### src/rtl/pixel_tone_adjust.sv
`default_nettype none
// ============================================================================
//  Module   : pixel_tone_adjust
//  Purpose  : Brightness/contrast adjuster for a packed multi-channel pixel
//             stream. Three debounced keys (mode/up/down) edit working
//             settings. These settings are copied to applied (shadow) settings
//             only at a frame start, so a frame never tears. Pixels pass
//             through a fixed 3-stage pipeline. Sync and enable are delayed
//             by the same 3 cycles.
//  Ports    : clk, rst                 - pixel clock, sync active-high reset
//             Vsync, Hsync, De, RGB    - input timing and pixel
//             key1, key2, key3         - async keys (mode, up, down), 1 = pressed
//             Vsync_o, Hsync_o, De_o   - timing delayed 3 cycles
//             RGB_o                    - adjusted pixel, 3-cycle latency
//             mode_o, bright_o,
//             contrast_o               - working settings
//  Revision : 1.0  initial release
// ============================================================================
module pixel_tone_adjust #(
    parameter int CW      = 8,
    parameter int NCH     = 3,
    parameter int STEP    = 10,
    parameter int BMAX    = 70,
    parameter int CMAX    = 70,
    parameter int DEB_CYC = 16
) (
    input  logic                clk,
    input  logic                rst,
    input  logic                Vsync,
    input  logic                Hsync,
    input  logic                De,
    input  logic [NCH*CW-1:0]   RGB,
    input  logic                key1,
    input  logic                key2,
    input  logic                key3,
    output logic                Vsync_o,
    output logic                Hsync_o,
    output logic                De_o,
    output logic [NCH*CW-1:0]   RGB_o,
    output logic [1:0]          mode_o,
    output logic [7:0]          bright_o,
    output logic [7:0]          contrast_o
);

    localparam int c_CNT_W = $clog2(DEB_CYC);
    localparam logic [c_CNT_W-1:0] c_CNT_LAST = c_CNT_W'(DEB_CYC - 1);
    localparam logic signed [CW+9:0] c_MID_EXT = (CW+10)'(2 ** (CW - 1));

    typedef enum logic [1:0] {
        MODE_BYPASS   = 2'd0,
        MODE_BRIGHT   = 2'd1,
        MODE_CONTRAST = 2'd2,
        MODE_RSVD     = 2'd3
    } mode_t;

    // ------------------------------------------------------------------
    // Key front end: 2-FF synchroniser, stability counter, press pulse
    // ------------------------------------------------------------------
    logic [2:0] w_keys;
    logic [2:0] w_press;

    assign w_keys = {key3, key2, key1};

    genvar gk;
    generate
        for (gk = 0; gk < 3; gk++) begin : g_key
            logic               r_s1;
            logic               r_s2;
            logic               r_s2_d;
            logic               r_deb;
            logic               r_deb_d;
            logic [c_CNT_W-1:0] r_cnt;

            always_ff @(posedge clk) begin
                if (rst) begin
                    r_s1    <= 1'b0;
                    r_s2    <= 1'b0;
                    r_s2_d  <= 1'b0;
                    r_deb   <= 1'b0;
                    r_deb_d <= 1'b0;
                    r_cnt   <= '0;
                end else begin
                    r_s1    <= w_keys[gk];
                    r_s2    <= r_s1;
                    r_s2_d  <= r_s2;
                    r_deb_d <= r_deb;
                    // The counter restarts on every change of the synchronised
                    // level and then saturates at its last value. While it
                    // holds that value, the debounced level follows the input.
                    if (r_s2 != r_s2_d) begin
                        r_cnt <= '0;
                    end else if (r_cnt == c_CNT_LAST) begin
                        r_deb <= r_s2;
                    end else begin
                        r_cnt <= r_cnt + 1'b1;
                    end
                end
            end

            assign w_press[gk] = r_deb & ~r_deb_d;
        end
    endgenerate

    // ------------------------------------------------------------------
    // Working mode and levels
    // ------------------------------------------------------------------
    mode_t       r_mode;
    logic [7:0]  r_bright;
    logic [7:0]  r_contrast;
    logic [8:0]  w_b_sum;
    logic [8:0]  w_c_sum;
    logic [7:0]  w_b_inc;
    logic [7:0]  w_c_inc;
    logic [7:0]  w_b_dec;
    logic [7:0]  w_c_dec;

    assign w_b_sum = {1'b0, r_bright}   + 9'(STEP);
    assign w_c_sum = {1'b0, r_contrast} + 9'(STEP);
    assign w_b_inc = (w_b_sum > 9'(BMAX)) ? 8'd0 : w_b_sum[7:0];
    assign w_c_inc = (w_c_sum > 9'(CMAX)) ? 8'd0 : w_c_sum[7:0];
    assign w_b_dec = (r_bright   < 8'(STEP)) ? 8'd0 : r_bright   - 8'(STEP);
    assign w_c_dec = (r_contrast < 8'(STEP)) ? 8'd0 : r_contrast - 8'(STEP);

    always_ff @(posedge clk) begin
        if (rst) begin
            r_mode     <= MODE_BYPASS;
            r_bright   <= 8'd0;
            r_contrast <= 8'd0;
        end else begin
            // Level edits look at the current mode. A mode key press in the
            // same cycle therefore does not redirect the edit. Up and down
            // pressed together cancel each other.
            if (w_press[1] && !w_press[2]) begin
                case (r_mode)
                    MODE_BRIGHT:   r_bright   <= w_b_inc;
                    MODE_CONTRAST: r_contrast <= w_c_inc;
                    default: ;
                endcase
            end else if (w_press[2] && !w_press[1]) begin
                case (r_mode)
                    MODE_BRIGHT:   r_bright   <= w_b_dec;
                    MODE_CONTRAST: r_contrast <= w_c_dec;
                    default: ;
                endcase
            end

            case (r_mode)
                MODE_BYPASS:   if (w_press[0]) r_mode <= MODE_BRIGHT;
                MODE_BRIGHT:   if (w_press[0]) r_mode <= MODE_CONTRAST;
                MODE_CONTRAST: if (w_press[0]) r_mode <= MODE_BYPASS;
                default:       r_mode <= MODE_BYPASS;
            endcase
        end
    end

    assign mode_o     = r_mode;
    assign bright_o   = r_bright;
    assign contrast_o = r_contrast;

    // ------------------------------------------------------------------
    // Shadow (applied) settings, loaded one cycle after the Vsync rise is
    // detected. Any edit that lands on the detect cycle is still captured.
    // ------------------------------------------------------------------
    logic        r_vs;
    logic        r_load;
    mode_t       r_sh_mode;
    logic [7:0]  r_sh_b;
    logic [7:0]  r_sh_c;

    always_ff @(posedge clk) begin
        if (rst) begin
            r_vs      <= 1'b0;
            r_load    <= 1'b0;
            r_sh_mode <= MODE_BYPASS;
            r_sh_b    <= 8'd0;
            r_sh_c    <= 8'd0;
        end else begin
            r_vs   <= Vsync;
            r_load <= Vsync & ~r_vs;
            if (r_load) begin
                r_sh_mode <= r_mode;
                r_sh_b    <= r_bright;
                r_sh_c    <= r_contrast;
            end
        end
    end

    // ------------------------------------------------------------------
    // Pixel pipeline. The applied settings travel with each pixel, so a
    // shadow load never affects a pixel that is already in flight.
    // ------------------------------------------------------------------
    logic [NCH*CW-1:0] r1_x;
    logic [NCH*CW-1:0] r2_x;
    mode_t             r1_mode;
    mode_t             r2_mode;
    logic [7:0]        r1_b;
    logic [7:0]        r2_b;
    logic [7:0]        r1_c;
    logic [2:0]        r1_sync;
    logic [2:0]        r2_sync;
    logic [2:0]        r3_sync;
    logic [NCH*CW-1:0] w_rgb_y;
    logic              w_r2_adjust;

    always_ff @(posedge clk) begin
        if (rst) begin
            r1_x    <= '0;
            r2_x    <= '0;
            r1_mode <= MODE_BYPASS;
            r2_mode <= MODE_BYPASS;
            r1_b    <= 8'd0;
            r2_b    <= 8'd0;
            r1_c    <= 8'd0;
            r1_sync <= 3'b000;
            r2_sync <= 3'b000;
            r3_sync <= 3'b000;
        end else begin
            r1_x    <= RGB;
            r1_mode <= r_sh_mode;
            r1_b    <= r_sh_b;
            r1_c    <= r_sh_c;
            r1_sync <= {Vsync, Hsync, De};
            r2_x    <= r1_x;
            r2_mode <= r1_mode;
            r2_b    <= r1_b;
            r2_sync <= r1_sync;
            r3_sync <= r2_sync;
        end
    end

    assign w_r2_adjust = (r2_mode == MODE_BRIGHT) || (r2_mode == MODE_CONTRAST);

    genvar gc;
    generate
        for (gc = 0; gc < NCH; gc++) begin : g_ch
            logic        [CW-1:0] w_x;
            logic signed [CW:0]   w_d;
            logic signed [CW:0]   r1_d;
            logic signed [9:0]    w_gain;
            logic signed [CW+9:0] w_p;
            logic signed [CW+9:0] r2_p;
            logic signed [CW+9:0] w_q;
            logic        [CW-1:0] w_clamp;
            logic        [CW-1:0] r3_y;

            assign w_x    = RGB[gc*CW +: CW];
            // Offset-binary to signed, centred on mid-grey
            assign w_d    = $signed({1'b0, w_x}) - $signed({2'b01, {(CW-1){1'b0}}});
            // Gain is (64 + C) / 64 and always positive
            assign w_gain = $signed({2'b00, r1_c}) + 10'sd64;
            assign w_p    = (CW+10)'(r1_d) * (CW+10)'(w_gain);
            assign w_q    = (r2_p >>> 6) + c_MID_EXT + $signed({{(CW+2){1'b0}}, r2_b});

            always_comb begin
                w_clamp = w_q[CW-1:0];
                if (w_q[CW+9]) begin
                    w_clamp = '0;
                end else if (|w_q[CW+8:CW]) begin
                    w_clamp = '1;
                end
            end

            always_ff @(posedge clk) begin
                if (rst) begin
                    r1_d <= '0;
                    r2_p <= '0;
                    r3_y <= '0;
                end else begin
                    r1_d <= w_d;
                    r2_p <= w_p;
                    r3_y <= w_r2_adjust ? w_clamp : r2_x[gc*CW +: CW];
                end
            end

            assign w_rgb_y[gc*CW +: CW] = r3_y;
        end
    endgenerate

    assign RGB_o                   = w_rgb_y;
    assign {Vsync_o, Hsync_o, De_o} = r3_sync;

endmodule
`default_nettype wire
### config.mk
export PLATFORM = sky130hd
export DESIGN_NAME = pixel_tone_adjust
export DESIGN_NICKNAME = d
export VERILOG_FILES = /design/src/rtl/pixel_tone_adjust.sv
export SDC_FILE = /design/constraint.sdc
export NUM_CORES = 1
export LEC_CHECK = 0
export CORE_UTILIZATION = 62
export DETAILED_ROUTE_END_ITERATION = 8
export PLACE_DENSITY = 0.82
export SYNTH_ARGS = -nofsm -noshare
export SYNTH_HDL_FRONTEND = slang
export SYNTH_SLANG_ARGS = --single-unit
### constraint.sdc
create_clock -name clk -period 7.16 [get_ports clk]
set_input_delay 0.716 -clock clk [delete_from_list [all_inputs] [get_ports clk]]
set_output_delay 0.716 -clock clk [all_outputs]
set_load 0.02 [all_outputs]
### Word level (Yosys, flattened, before mapping)

Cells that the tools add are included.

| storage, ports and cells | value |
|---|---|
| input bits | 32 |
| word-level logic and storage cells | 137 |
| register bits after elaboration | 255 |

| cells by class | value |
|---|---|
| multiply operators | 3 |
| eq/ne operators | 13 |
| multiplexer cells | 25 |
| bitwise gates (word level) | 11 |
| magnitude comparators | 4 |
| $add $sub $neg | 17 |
| reduce and logical (&&, ||, !) cells | 19 |

Operators with widths:

| kind | count |
|---|---|
| $mux 8 | 21 |
| $mul 9x10->18 | 3 |
| $add 13x9->14 | 3 |
| $add 12x9->13 const B | 3 |
| $reduce_or 9->1 | 3 |
| $sub 8x8->9 const B | 3 |
| $add 8x4->9 const B | 2 |
| $gt 9x7->1 const B | 2 |
| $lt 8x4->1 const B | 2 |
| $sub 8x4->8 const B | 2 |
| $add 4x1->4 const B | 3 |
| $eq 4x4->1 const B | 3 |
| $reduce_and 2->1 | 5 |
| $add 8x7->9 const B | 1 |
| $not 1->1 | 7 |
| $mux 2 | 3 |
| $ne 2x2->1 const B | 3 |
| $pmux 2 s3 | 1 |
| $reduce_or 2->1 | 3 |
| $and 1x1->1 | 4 |
| $eq 2x1->1 const B | 2 |
| $eq 2x2->1 const B | 2 |
| $ne 1x1->1 | 3 |
| $reduce_and 3->1 | 1 |
| other kinds (5) | 7 |

### Depth between registers and ports, before layout

| logic depth | value |
|---|---|
| word-level depth | 6 |
| mapped depth | 18 |
| mapped depth without buffers | 17 |

### Least setup slack after synthesis

No wires, ideal clock.

| timing | value |
|---|---|
| path type | flip-flop to flip-flop |
| from | register r1_c[6] |
| to | register g_ch[0].r2_p[15] |
| setup slack | 1997 ps |
| period minus slack after synthesis | 5163 ps |
| stages on the path, launching flop included | 19 |
| required time | 7032 ps |
| arrival | 5036 ps |
| cells stage by stage | dfxtp_1 -> ha_1 -> clkbuf_1 -> nand2_1 -> fa_1 -> inv_1 -> fa_1 -> inv_1 -> fa_1 -> inv_1 -> fa_1 -> fa_1 -> ha_1 -> o21ai_0 -> nor2_1 -> or4_1 -> a31oi_1 -> xnor2_1 -> nor2_1 |

| between the ends | value |
|---|---|
| word-level cells in the longest chain between the ends | 2 |

Ends and longest elaborated chain:

| what | RTL line | RTL |
|---|---|---|
| start: declaration | 198 | `logic [7:0] r1_c;` |
| start signal: assignment | 221 | `r1_c <= r_sh_c;` |
| $add 8x7->9 | 250 | `assign w_gain = $signed({2'b00, r1_c}) + 10'sd64;` |
| $mul 9x10->18 | 251 | `assign w_p = (CW+10)'(r1_d) * (CW+10)'(w_gain);` |
| end signal: assignment | 270 | `r2_p <= w_p;` |
| end: declaration | 241 | `logic signed [CW+9:0] r2_p;` |

No other way between the ends.
A chain may end at the register's enable or synchronous reset.

### Worst setup path in the final report

| timing | value |
|---|---|
| from | register r1_c[6] |
| to | register g_ch[0].r2_p[17] |

The elaborated chain is that of the path after synthesis.

==> flow_metrics.env <==
export IMPL_cap_violations=0
export IMPL_fin_crit_sh_pct=80.0
export IMPL_path_class="reg -> reg"
export IMPL_holdCritPathClass="reg -> reg"
export IMPL_crit_start="r1_c[6]"
export IMPL_critPathTopFamily="adder cells"
export IMPL_gp_congestion=0.860
export IMPL_synth_top_area_share_pct=25.8
export IMPL_grtUsageMet3_pct=3.63
export IMPL_place_inst=2069
export IMPL_ys_warnings_count=0
export IMPL_drv_slew=0
export IMPL_cts_buffer_depth=3
export IMPL_first_global_vias=11700
export IMPL_placed_area_mm2=0.0170
export IMPL_crit_path_frequent_cell="fa_1"
export IMPL_use_met1_pct=33.4
export IMPL_rows=58
export IMPL_initial_core_util_pct=63.3
export IMPL_cp_required_ns=7.55
export IMPL_grt_antenna_before_repair=0
export IMPL_whs_path_depth=1
export IMPL_layout_common_cells="dfxtp_1 (205), ha_1 (184), inv_1 (183)"
export IMPL_ys_types=74
export IMPL_cts_sinks=205
export IMPL_async_reset_ff_share_pct=0
export IMPL_netlist_area_mm2=0.0159
export IMPL_ios=77
export IMPL_vias=11900
export IMPL_cp_start_kind="flop"
export IMPL_slowest_stage="ha_1"
export IMPL_syn2layout_area_growth_pct=11.8
export IMPL_pre_cts_ws_ns=1.50
export IMPL_slowest_delay_ns=0.86
export IMPL_yosys_top_cells_area="dfxtp_1 (26%), fa_1 (19%), ha_1 (14%), nor2b_1 (5.1%), inv_1 (4.3%)"
export IMPL_skew_ns=0.0237
export IMPL_slew_headroom_pct=32.2
export IMPL_cts_root_buf="clkbuf_16"
export IMPL_ir_drop_v=0.000215
export IMPL_worst_slew_pin_transition_ns=1.02
export IMPL_grt_util_met2_pct=44.1
export IMPL_fin_nets=2132
export IMPL_layout_commonest_cell="dfxtp_1"
export IMPL_crit_chain="ha_1 > nand2_1 > fa_1 > inv_1 > fa_1 > inv_1 > fa_1 > inv_1 > fa_1 > fa_1 > ha_1 > o21ai_0 > nor2_1 > or4_1 > a31oi_1 > o211ai_1 > o311ai_0"
export IMPL_timing_final_ws_setup_ns=1.43
export IMPL_post_cts_buffers=0
export IMPL_clock_latency_ns=0.53
export IMPL_reg2regPathDepth=17
export IMPL_die_x_um=162
export IMPL_syn_avg_cell_area_um2=9.36
export IMPL_final_layout_size_suffix_gt1_share_pct=3.82
export IMPL_cts_tree="yes"
export IMPL_routedWlPerCell_um=15.5
export IMPL_reg2reg_from="r1_c[6]"
export IMPL_status="finished clean"
export IMPL_hpwl_mm=23.8
export IMPL_grt_overflow=0
export IMPL_crit_arrival_ns=6.11
export IMPL_rrSetupSlack_ns=1.43
export IMPL_setup_viol=0
export IMPL_finalHoldViolCount=0
export IMPL_powerDensity_mw_per_mm2=167
export IMPL_cp_end_kind="flop"
export IMPL_tns_ns=0
export IMPL_worst_path_max_fanout=27
export IMPL_final_area_mm2=0.0178
export IMPL_r2r_end="g_ch[0].r2_p[17]"
export IMPL_leakagePower_nw=8.38
export IMPL_fmax_mhz=175
export IMPL_remaining_drc_errors=0
export IMPL_n_fill_cell=1843
export IMPL_antenna_cells=0
export IMPL_coreArea_mm2=0.0252
export IMPL_cts_resized=0
export IMPL_ys_seq_area_share_pct=25.8
export IMPL_rsz0062_at_grt="no"
export IMPL_ys_flop_type="dfxtp_1"
export IMPL_clk_transition_reported_paths_ns=0.07
export IMPL_postSynthCellCount=1702
export IMPL_hold_buffers=0
export IMPL_postRouteAntennaNets=0
export IMPL_via_per_inst=5.62
export IMPL_synth_edff_count=0
export IMPL_cp_endpoint="g_ch[0].r2_p[17]"
export IMPL_die_area_mm2=0.0263
export IMPL_grt_total_usage_pct=25.6
export IMPL_period_minus_slack_ns=5.73
export IMPL_synth_largest_area_cell="dfxtp_1"
export IMPL_worst_path_stages=17
export IMPL_grt_pass1_wl_mm=55.3
export IMPL_die_y_um=162
export IMPL_firstDrtPassIters=5
export IMPL_cts_made_buffers=23
export IMPL_drt_iter0_markers=814
export IMPL_port_buffers=74
export IMPL_htree_num_levels=1
export IMPL_instances_no_fill=2111
export IMPL_wirelength_mm=32.7
export IMPL_cp_num_buf_inv=3
export IMPL_total_power_mw=2.97
export IMPL_ys_ff_latch=205
export IMPL_grt_max_degree=122
export IMPL_busiest_layer="met2"
power by group:
part | switching, mW | internal [mW] | total, mW
logic | 0.226 | 0.189 | 0.415
clock network | 0.498 | 0.818 | 1.32
registers | 0.0471 | 1.19 | 1.24
total | 0.770 | 2.20 | 2.97
synthesized netlist by cell type (3+ instances only):
library cell / number
buf_1: 11
a211o_1: 3
nor2_1: 104
a41o_1: 3
o31ai_1: 5
a221oi_1: 21
buf_2: 6
or2_2: 4
xnor2_1: 38
a31oi_1: 10
nand2_1: 131
a21o_1: 11
o41ai_1: 4
a21oi_1: 57
o21ai_1: 3
o21ai_0: 43
nor3_1: 31
inv_1: 183
o21bai_1: 7
nor2b_1: 129
dfxtp_1: 205
fa_1: 152
nand3_1: 18
or3_1: 3
xor2_1: 17
o21a_1: 15
o211ai_1: 10
mux2i_1: 20
and3_1: 5
nand2b_1: 26
or3b_2: 3
or2_1: 3
nor3b_1: 9
a211oi_1: 35
ha_1: 184
clkbuf_1: 46
a222oi_1: 3
and2_1: 95
stage by stage:
step / hold WS, ns / util, %
floorplan: 0.384 / -
CTS: 0.432 / 70.7
global route: 0.458 / 70.7
global placement: 0.400 / 67.3
detailed placement: 0.422 / 67.3
finish: 0.430 / 70.7
cell families after synthesis:
kind of cell | after synthesis | synth area share, %
and+or+nand+nor | 573 | 18.7
adders and majority gates | 336 | 33.6
AOI/OAI and AO/OA | 260 | 11.5
buffers and inverters | 249 | 6.01
DFF | 205 | 25.8
xor gates and xnor gates | 56 | 3.13
muxes | 21 | 1.33
other | 2 | 0.0471
metal layers:
layer,vias to the layer above,part of all wire [%]
li1,5713,-
met1,5727,43
met2,347,49
met3,67,5.6
met4,0,2.5
met5,-,0
sequential cells by signal (all words and copies together), names as in the netlist, 7 cells and up:
signal       cells
g_ch.r3_y       24
r1_x            24
contrast_o       7
r1_b             7
g_ch.r2_p       36
r_sh_c           7
r2_x            24
r2_b             7
g_key.r_cnt     12
bright_o         7
r_sh_b           7
r1_c             7
worst min-delay path by stage:
stage | end | startpoint | slack [ns]
3_3_place_gp | r_load | r_vs | 0.40
5_1_grt | r2_b[6] | r1_b[6] | 0.46
3_5_place_dp | r_load | r_vs | 0.42
4_1_cts | r_load | r_vs | 0.43
2_1_floorplan | r_load | r_vs | 0.38
6_report | r_load | r_vs | 0.43
layout make-up:
type | count | area (um^2) | share of cell area [%]
Timing Repair Buffer | 80 | 787 | 4.42
Clock inverter | 12 | 209 | 1.17
Tap cell | 330 | 413 | 2.32
Inverter | 183 | 687 | 3.86
Sequential cell | 205 | 4100 | 23.0
Multi-Input combinational cell | 1271 | 11000 | 61.6
Clock buffer | 30 | 642 | 3.60
Power figures use the tool's default switching activity.
